`src/rtl/imem_loader_if.sv`:
```
// Stream-in / memory-write bundle for the boot loader.
// slave = loader side, master = the side that drives bytes and watches writes.
interface imem_loader_if #(
  parameter int ADDR_WIDTH = 6
);
  logic [7:0]            rx_data;
  logic                  rx_valid;
  logic                  rx_ready;
  logic                  imem_we;
  logic [ADDR_WIDTH-1:0] imem_addr;
  logic [31:0]           imem_wdata;

  modport slave (
    input  rx_data, rx_valid,
    output rx_ready, imem_we, imem_addr, imem_wdata
  );

  modport master (
    output rx_data, rx_valid,
    input  rx_ready, imem_we, imem_addr, imem_wdata
  );
endinterface

```
`src/rtl/imem_loader.sv`:
```
// Boot-time program loader: takes a framed byte stream (LEN_LO, LEN_HI,
// 4*N little-endian data bytes, XOR checksum), writes each assembled word
// into instruction memory and releases the core only after a clean load.
module imem_loader #(
  parameter int ADDR_WIDTH = 6
) (
  input  logic            clock,
  input  logic            reset,
  input  logic            start,
  imem_loader_if.slave    bus,
  output logic            cpu_hold,
  output logic            busy,
  output logic            done,
  output logic            error
);

  typedef enum logic [2:0] {
    S_IDLE, S_LEN_LO, S_LEN_HI, S_DATA, S_CHECK, S_DONE, S_ERROR
  } state_t;

  state_t                state_q, state_d;
  logic [15:0]           len_q, len_d;
  logic [1:0]            byte_idx_q, byte_idx_d;
  logic [ADDR_WIDTH:0]   word_idx_q, word_idx_d;
  logic [7:0]            chk_q, chk_d;
  logic [31:0]           asm_q, asm_d;
  logic                  we_q, we_d;
  logic [ADDR_WIDTH-1:0] addr_q, addr_d;
  logic [31:0]           wdata_q, wdata_d;
  logic                  hold_q, hold_d;
  logic                  busy_q, busy_d;
  logic                  done_q, done_d;
  logic                  error_q, error_d;

  logic                  rx_ready;
  logic                  xfer;
  logic [15:0]           len_full;
  logic [16:0]           cap;
  logic [15:0]           words_after;

  // Byte acceptance is purely a function of the registered state.
  assign rx_ready = (state_q == S_LEN_LO) || (state_q == S_LEN_HI) ||
                    (state_q == S_DATA)   || (state_q == S_CHECK);
  assign xfer        = bus.rx_valid && rx_ready;
  assign len_full    = {bus.rx_data, len_q[7:0]};
  assign cap         = 17'd1 << ADDR_WIDTH;
  // Words written once the current one goes out; compared against N to find the last word.
  assign words_after = 16'(word_idx_q) + 16'd1;

  assign bus.rx_ready   = rx_ready;
  assign bus.imem_we    = we_q;
  assign bus.imem_addr  = addr_q;
  assign bus.imem_wdata = wdata_q;
  assign cpu_hold       = hold_q;
  assign busy           = busy_q;
  assign done           = done_q;
  assign error          = error_q;

  // Next-state and registered-output computation; the strobe defaults low every cycle.
  always_comb begin
    state_d    = state_q;
    len_d      = len_q;
    byte_idx_d = byte_idx_q;
    word_idx_d = word_idx_q;
    chk_d      = chk_q;
    asm_d      = asm_q;
    we_d       = 1'b0;
    addr_d     = addr_q;
    wdata_d    = wdata_q;
    hold_d     = hold_q;
    busy_d     = busy_q;
    done_d     = done_q;
    error_d    = error_q;

    case (state_q)
      S_IDLE, S_DONE, S_ERROR: begin
        if (start) begin
          state_d    = S_LEN_LO;
          busy_d     = 1'b1;
          done_d     = 1'b0;
          error_d    = 1'b0;
          hold_d     = 1'b1;
          byte_idx_d = '0;
          word_idx_d = '0;
          chk_d      = '0;
          len_d      = '0;
        end
      end
      S_LEN_LO: begin
        if (xfer) begin
          len_d[7:0] = bus.rx_data;
          state_d    = S_LEN_HI;
        end
      end
      S_LEN_HI: begin
        if (xfer) begin
          len_d = len_full;
          // A zero or oversized program is rejected before any write.
          if ((len_full == 16'd0) || ({1'b0, len_full} > cap)) begin
            state_d = S_ERROR;
            error_d = 1'b1;
            busy_d  = 1'b0;
            hold_d  = 1'b1;
          end else begin
            state_d = S_DATA;
          end
        end
      end
      S_DATA: begin
        if (xfer) begin
          // New byte enters at the top so the first byte lands in [7:0] after four shifts.
          asm_d      = {bus.rx_data, asm_q[31:8]};
          chk_d      = chk_q ^ bus.rx_data;
          byte_idx_d = byte_idx_q + 2'd1;
          if (byte_idx_q == 2'd3) begin
            we_d       = 1'b1;
            addr_d     = word_idx_q[ADDR_WIDTH-1:0];
            wdata_d    = {bus.rx_data, asm_q[31:8]};
            word_idx_d = word_idx_q + {{ADDR_WIDTH{1'b0}}, 1'b1};
            if (words_after == len_q)
              state_d = S_CHECK;
          end
        end
      end
      S_CHECK: begin
        if (xfer) begin
          busy_d = 1'b0;
          if (bus.rx_data == chk_q) begin
            state_d = S_DONE;
            done_d  = 1'b1;
            hold_d  = 1'b0;
          end else begin
            state_d = S_ERROR;
            error_d = 1'b1;
            hold_d  = 1'b1;
          end
        end
      end
      default: state_d = S_IDLE;
    endcase
  end

  // State and output registers; reset parks the core in hold and kills any pending write.
  always_ff @(posedge clock or negedge reset) begin
    if (!reset) begin
      state_q    <= S_IDLE;
      len_q      <= '0;
      byte_idx_q <= '0;
      word_idx_q <= '0;
      chk_q      <= '0;
      asm_q      <= '0;
      we_q       <= 1'b0;
      addr_q     <= '0;
      wdata_q    <= '0;
      hold_q     <= 1'b1;
      busy_q     <= 1'b0;
      done_q     <= 1'b0;
      error_q    <= 1'b0;
    end else begin
      state_q    <= state_d;
      len_q      <= len_d;
      byte_idx_q <= byte_idx_d;
      word_idx_q <= word_idx_d;
      chk_q      <= chk_d;
      asm_q      <= asm_d;
      we_q       <= we_d;
      addr_q     <= addr_d;
      wdata_q    <= wdata_d;
      hold_q     <= hold_d;
      busy_q     <= busy_d;
      done_q     <= done_d;
      error_q    <= error_d;
    end
  end

endmodule

```
`src/flat_wrapper.sv`:
```
// flat-port wrapper written by rule: the top's interface ports become plain ports
module imem_loader_flat 
#(
  parameter int ADDR_WIDTH = 6
)
  (clock, reset, start, cpu_hold, busy, done, error, bus_rx_data, bus_rx_valid, bus_rx_ready, bus_imem_we, bus_imem_addr, bus_imem_wdata);
  imem_loader_if #(.ADDR_WIDTH(ADDR_WIDTH)) bus_i ();
  input  logic clock;
  input  logic reset;
  input  logic start;
  output logic cpu_hold;
  output logic busy;
  output logic done;
  output logic error;
  input wire logic [$bits(bus_i.rx_data)-1:0] bus_rx_data;
  input wire logic [$bits(bus_i.rx_valid)-1:0] bus_rx_valid;
  output wire logic [$bits(bus_i.rx_ready)-1:0] bus_rx_ready;
  output wire logic [$bits(bus_i.imem_we)-1:0] bus_imem_we;
  output wire logic [$bits(bus_i.imem_addr)-1:0] bus_imem_addr;
  output wire logic [$bits(bus_i.imem_wdata)-1:0] bus_imem_wdata;
  assign bus_i.rx_data = bus_rx_data;
  assign bus_i.rx_valid = bus_rx_valid;
  assign bus_rx_ready = bus_i.rx_ready;
  assign bus_imem_we = bus_i.imem_we;
  assign bus_imem_addr = bus_i.imem_addr;
  assign bus_imem_wdata = bus_i.imem_wdata;
  imem_loader #(.ADDR_WIDTH(ADDR_WIDTH)) u_core (.clock(clock), .reset(reset), .start(start), .bus(bus_i), .cpu_hold(cpu_hold), .busy(busy), .done(done), .error(error));
endmodule
```
`config.mk`:
```
export PLATFORM = sky130hd
export DESIGN_NAME = imem_loader_flat
export DESIGN_NICKNAME = d
export VERILOG_FILES = /design/src/rtl/imem_loader_if.sv /design/src/rtl/imem_loader.sv /design/src/flat_wrapper.sv
export SDC_FILE = /design/constraint.sdc
export NUM_CORES = 1
export LEC_CHECK = 0
export BUFFER_PORTS_ARGS = -buffer_cell sky130_fd_sc_hd__clkbuf_2
export CORE_MARGIN = 1.5
export CORE_UTILIZATION = 25
export CTS_CLUSTER_SIZE = 14
export DETAILED_ROUTE_END_ITERATION = 16
export GPL_TIMING_DRIVEN = 0
export MAX_ROUTING_LAYER = met4
export PLACE_DENSITY = 0.52
export REMOVE_ABC_BUFFERS = 1
export SYNTH_ARGS = -nofsm -noshare
export SYNTH_HDL_FRONTEND = slang
export SYNTH_SLANG_ARGS = --single-unit
```
`constraint.sdc`:
```
create_clock -name clock -period 2.9 [get_ports clock]
set_clock_uncertainty 0.1 [all_clocks]
set_input_delay 0.87 -clock clock [delete_from_list [all_inputs] [get_ports clock]]
set_output_delay 0.87 -clock clock [all_outputs]
set_load 0.01 [all_outputs]
```
### Word level (Yosys, flattened, before mapping)

Index checks and enable logic that the tools add are counted.

* eq/ne operators: 19
* $add $sub $neg: 3
* shifts and indexed selects: 0
* bitwise gates (word level): 2
* muxes and demuxes: 45
* reduce and logical (&&, ||, !) cells: 23
* $lt $le $gt $ge: 1
* divide/modulo/power cells: 0
* multiply operators: 0

Operator list (number)
* 16-bit 2-to-1 mux: 2
* 8-bit one-hot mux with 2 select lines: 2
* 3-bit 2-to-1 mux: 8
* 8-bit 2-to-1 mux: 3
* 8-bit one-hot mux with 3 select lines: 1
* 7-bit 2-to-1 mux: 3
* 16-bit equality test: 1
* 16-bit by 7-bit greater-than comparator with 1-bit output, second input constant: 1
* 16-bit zero test: 1
* 1-bit 2-to-1 mux: 16
* 3-bit one-hot mux with 5 select lines: 1
* 7-bit one-hot mux with 2 select lines: 1
* 2-bit inequality test, second input constant: 6
* 4-bit AND reduction: 3
* 3-bit equality test, second input constant: 3
* 1-bit one-hot mux with 3 select lines: 3
* 3-bit AND reduction: 3
* 7-bit by 1-bit adder with 8-bit output, second input constant: 1
* 8-bit equality test: 1
* 2-bit by 1-bit inequality test with 1-bit output, second input constant: 4
* 2-bit nonzero test: 4
* 8-bit bitwise XOR: 1
* 7-bit by 1-bit adder with 7-bit output, second input constant: 1
* 7-bit AND reduction: 1
* other kinds (16): 22

* latch bits: 0
* bits in read-only memories: 0
* flip-flop bits (word level): 111
* output and inout port bits: 44
* memories: 0
* input bits: 12
* RAM bits: 0

### Depth between registers and ports, before layout

* word-level depth: 7
* gate-level depth with buffers: 9

### Worst setup path before layout

No wires, ideal clock.

* path type: input port to flip-flop
* start: input port bus_rx_valid
* end: register u_core.state_q[1]
* path buffers: 1
* stages on the path: 5
* data arrival time: 2.165 ns
* slack: 0.511 ns
* required time: 2.676 ns
* cell sequence: clkbuf_1 > a21oi_1 > o41a_1 > a211o_1 > a211o_1

* longest elaborated chain between the ends: 3
* elaborated cells on any way between the ends: 6
* classes of those cells: eq/ne: 4; reduce/logical: 2

RTL lines
* start, declared: RTL line flat_wrapper.sv:16 `input wire logic [$bits(bus_i.rx_valid)-1:0] bus_rx_valid;`
* 1-bit logical AND (*): RTL line imem_loader.sv:44 `assign xfer = bus.rx_valid && rx_ready;`
* 2-bit by 1-bit inequality test with 1-bit output (no source line)
* 7-bit AND reduction (no source line) (*)
* end signal, assigned: RTL line imem_loader.sv:160 `state_q <= state_d;`
* end, declared: RTL line imem_loader.sv:21 `state_t state_q, state_d;`

Mark *: on every way between the ends. The rest lies on a longest branch, timed or not.
A chain may end at the register's enable or synchronous reset.

### Final worst setup path

* start: register u_core.state_q[1]
* end: register u_core.wdata_q[22], in the netlist u_core.bus.imem_wdata[22]

* longest elaborated chain between the ends: 6
* elaborated cells on any way between the ends: 9
* classes of those cells: eq/ne: 4; reduce/logical: 5

RTL lines
* 3-bit by 1-bit equality test with 1-bit output / 3-bit by 2-bit equality test with 1-bit output (equally long branches): RTL line imem_loader.sv:42 `assign rx_ready = (state_q == S_LEN_LO) || (state_q == S_LEN_HI) ||`
* 1-bit logical OR (2 in a row): RTL line imem_loader.sv:42
* 1-bit logical OR: RTL line imem_loader.sv:43 `(state_q == S_DATA) || (state_q == S_CHECK);`
* 1-bit logical AND: RTL line imem_loader.sv:44
* 3-bit AND reduction (no source line) (*)
* end signal, assigned: RTL line imem_loader.sv:168 `wdata_q <= wdata_d;`
* end, declared: RTL line imem_loader.sv:29 `logic [31:0] wdata_q, wdata_d;`

Marked as above.

==> flow_summary_export.csv <==
group,metric,value,unit
final_layout,fin_nets,491,
synth,synthTopCellsByArea,"dfrtp_1, mux2_1, nand2_1",
final_layout,drive_gt1_frac,0.174,
synth,synth_top_family_by_area,"simple AND/OR/NAND/NOR gates",
timing,rsz0062_at_grt,"true",
power_and_ir_drop,combPwrFrac,0.326,
worst_setup_path,critical_path.startpoint,"u_core.state_q[1]$_DFFE_PN0P_",
worst_setup_path,cp_slowest_cell,"dfrtp_1",
timing,fmax,372,MHz
die,ios,56,
power_and_ir_drop,p_leak,2.65,nW
route,routedWlPerCell,14.4,µm
synth,ys_types,44,
clocking,clockBufferDepth,2,
place,dpl-instance-area,5070,µm²
synth,synth_xor_area_frac,0.0328,
place,io_buffers,55,
place,dp_hpwl,6780,µm
worst_setup_path,cp_data_required_time,3.04,ns
clocking,insertion_delay,0.35,ns
die,die_h,138,µm
die,core,17900,µm²
synth,syn_area,4540,µm²
timing,finalSetupViolCount,0,
clocking,holdBufCountCts,0,
worst_setup_path,cp_slowest_stage_delay,0.62,ns
power_and_ir_drop,switching_share,0.361,
die,die_area,19000,µm²
global_route,grt_start_max_net_pins,104,
synth,ys.flop_type,"dfrtp_1",
final_layout,diodes,0,
place,gp_congestion,0.790,
route,vias,3241,
synth,synth_seq_cells,103,
route,first_pass_iters,4,
worst_setup_path,cp-end-kind,"register",
timing,worst_pin_slew,1.16,ns
timing,period_needed,2.69,ns
global_route,grt_usage,0.120,
global_route,grt_pass1_wl,16900,µm
clocking,numCtsBuffers,9,
power_and_ir_drop,internal-power,3.31,mW
power_and_ir_drop,ir_worst_vdd,0.399,mV
clocking,post_cts.repair.setup_buffers,0,
worst_setup_path,crit_type,"register to register",
power_and_ir_drop,pwr-share-clk,0.229,
route,drc,0,
synth,ys_warn_count,0,
power_and_ir_drop,power.density,966,nW/µm²
synth,muxShareOfSynthArea,0.106,
route,ant_nets,0,
synth,synth_edf_count,0,
global_route,grt_overflow,0,
worst_setup_path,r2r-start,"u_core.state_q[1]$_DFFE_PN0P_",
global_route,antenna_found_initial,0,
timing,relSlewSlack,0.226,
timing,fin_crit_sh,0.928,
synth,synth_top_area_cell,"dfrtp_1",
die,die_w,138,µm
die,start_util,0.254,
route,routed_wl,10300,µm
final_layout,area_growth,18.3,%
outcome,status,"completed",
synth,yosysSeqAreaShare,0.568,
global_route,first_global_vias,3165,
synth,synth_compound_area_frac,0.103,
worst_setup_path,critPathCapture,"u_core.bus.imem_wdata[22]$_DFFE_PN0P_",
worst_setup_path,timing.rr.end,"u_core.bus.imem_wdata[22]$_DFFE_PN0P_",
final_layout,design_area,5370,µm²
worst_setup_path,worstSetupStartpointType,"register",
clocking,cts.sinks,103,
worst_setup_path,crit_arrival,2.83,ns
clocking,htreeDepth,3,
worst_setup_path,cp_max_fo,28,
worst_setup_path,r2r_slack,0.21,ns
power_and_ir_drop,switching_power,1.87,mW
flow_run,drv_cap,0,
timing,hold_viol_final,0,
clocking,tritoncts,"built",
synth,netlist.area_leader.share,0.562,
route,vias_per_cell,4.56,
timing,final_max_slew_viol_count,0,
power_and_ir_drop,power_frac_seq,0.445,
synth,synth_adder_area_share,0.00551,
power_and_ir_drop,finalPower,5.19,mW
worst_hold_path,holdCritPathClass,"register to register",
synth,synth.avg_cell_area,10.6,µm²
clocking,path_clk_slew,0.07,ns
worst_setup_path,ff2ff_path_depth,6,
die,rows,49,
clocking,cts_root_buf,"clkbuf_16",
synth,synthSimpleGateAreaFrac,0.156,
route,drt-initial-drc-count,190,
synth,synthArstFlopShare,1.00,
worst_setup_path,path_cells,"nor2b_2, and3_4, nand2_4, buf_12, inv_2, mux2_1",
synth,syn_inst,428,
[placed cells by master (no fill, tap or decap), types with 2 or more instances in the layout]
cell / Yosys / routed
a22o_1: 8 / 8
ha_1: 2 / 2
xor2_1: 4 / 4
o21ai_1: 31 / 31
dfrtp_1: 102 / 102
xnor2_1: 13 / 13
nor2_1: 17 / 17
inv_1: 12 / 12
and2_1: 2 / 2
nor3_1: 3 / 3
nor4_1: 6 / 6
nand2_1: 92 / 91
a211o_1: 2 / 2
mux2_1: 39 / 39
a21o_1: 3 / 3
o22ai_1: 2 / 2
nand2b_1: 9 / 9
and3_1: 5 / 4
nand3_1: 15 / 14
inv_6: 0 / 2
a21oi_1: 8 / 8
mux2i_1: 2 / 2
nor2b_1: 5 / 4
clkbuf_16: 0 / 9
clkbuf_2: 0 / 54
nand4_1: 2 / 2
o31ai_1: 5 / 5
clkbuf_8: 0 / 3
o31a_1: 2 / 2
o41a_1: 2 / 2
mux2_2: 2 / 2
o21ai_0: 2 / 2
[metrics by stage]
| stage | setup WS, ns | setup TNS, ns | hold WS, ns | cells | utilization |
|---|---|---|---|---|---|
| floorplan | -0.404 | -15.09 | 0.339 | 410 | - |
| global placement | -2.01 | -152.52 | 0.356 | 694 | 0.281 |
| detailed placement | -1.04 | -38.88 | 0.359 | 695 | 0.283 |
| CTS | 0.161 | 0 | 0.377 | 711 | 0.300 |
| global route | -0.00233 | -0.00233 | 0.388 | 711 | 0.300 |
| finish | 0.208 | 0 | 0.369 | 711 | 0.300 |
[worst max-delay path: cells and delay by family (launching register included)]
| family | cells | cell delay, ns |
|---|---|---|
| mux | 1 | 0.32 |
| buf+inv | 2 | 0.37 |
| simple gates | 3 | 1.16 |
| flops | 1 | 0.62 |
[cells in the mapped netlist (2+ instances only)]
cell / count
nand2_1: 92
nand4_1: 2
buf_1: 2
o31a_1: 2
o41a_1: 2
clkbuf_1: 8
a211o_1: 2
nand2b_1: 9
o22ai_1: 2
nor2_1: 17
a22o_1: 8
o21ai_1: 31
and3_1: 5
nor3_1: 3
mux2_1: 39
o21ai_0: 2
nor2b_1: 5
o31ai_1: 5
and2_1: 2
a21oi_1: 8
mux2i_1: 2
nand3_1: 15
nor4_1: 6
inv_1: 12
ha_1: 2
mux2_2: 2
xnor2_1: 13
dfrtp_1: 102
buf_2: 8
xor2_1: 4
a21o_1: 3
[state kept, by name, indices dropped and copies added, names as in the netlist]
name and count:
u_core.asm_q 24, u_core.bus.imem_addr 6, u_core.bus.imem_wdata 32, u_core.bus.imem_we 1
u_core.busy 1, u_core.byte_idx_q 2, u_core.chk_q 8, u_core.cpu_hold 1
u_core.done 1, u_core.error 1, u_core.len_q 16, u_core.state_q 3
u_core.word_idx_q 7
[timing repair]
item | 4_1_cts | 5_1_grt
gates resized for setup | 4 | 0
setup endpoints to repair | 47 | 1
cloned | 0 | 0
[per-layer routing]
layer	GRT usage	up-vias	routed length (µm)
met3	0.0353	7	451
li1	-	1572	-
met2	0.188	48	4930
met5	-	-	0
met1	0.152	1614	4770
met4	0.0313	0	96
[how the worst min path moves through the flow]
stage	start	endpoint	slack (ns)	cells past startpoint
floorplan	u_core.asm_q[10]$_DFFE_PN0P_	u_core.asm_q[10]$_DFFE_PN0P_	0.34	2
global placement	u_core.asm_q[11]$_DFFE_PN0P_	u_core.asm_q[11]$_DFFE_PN0P_	0.36	2
detailed placement	u_core.asm_q[15]$_DFFE_PN0P_	u_core.asm_q[15]$_DFFE_PN0P_	0.36	2
CTS	u_core.asm_q[15]$_DFFE_PN0P_	u_core.asm_q[15]$_DFFE_PN0P_	0.38	2
global route	u_core.asm_q[11]$_DFFE_PN0P_	u_core.asm_q[11]$_DFFE_PN0P_	0.39	2
finish	u_core.asm_q[12]$_DFFE_PN0P_	u_core.asm_q[12]$_DFFE_PN0P_	0.37	2
[cell type report]
cell class / count / area, µm²
Sequential cell: 103 / 2580
Clock inverter: 5 / 38.8
Tap cell: 229 / 287
Fill cell: 1871 / 12500
Clock buffer: 11 / 253
Timing Repair Buffer: 56 / 304
Inverter: 14 / 52.6
Multi-Input combinational cell: 293 / 1860
[power by group through the flow]
stage / clock [mW] / sequential, mW / combinational [mW]
6_report: 1.19 / 2.31 / 1.69
5_1_grt: 1.29 / 2.39 / 1.92
4_1_cts: 1.24 / 2.31 / 1.72
3_5_place_dp: 0 / 2.34 / 1.71
3_3_place_gp: 0 / 2.32 / 1.65
2_1_floorplan: 0 / 2.34 / 1.06
[kinds of logic after synthesis]
family,Yosys count
adders and majority gates,2
DFF,103
AOI/OAI and AO/OA,72
buffers and inverters,32
and+or+nand+nor,159
xor gates and xnor gates,17
muxes,43
(Power assumes the default switching activity.)
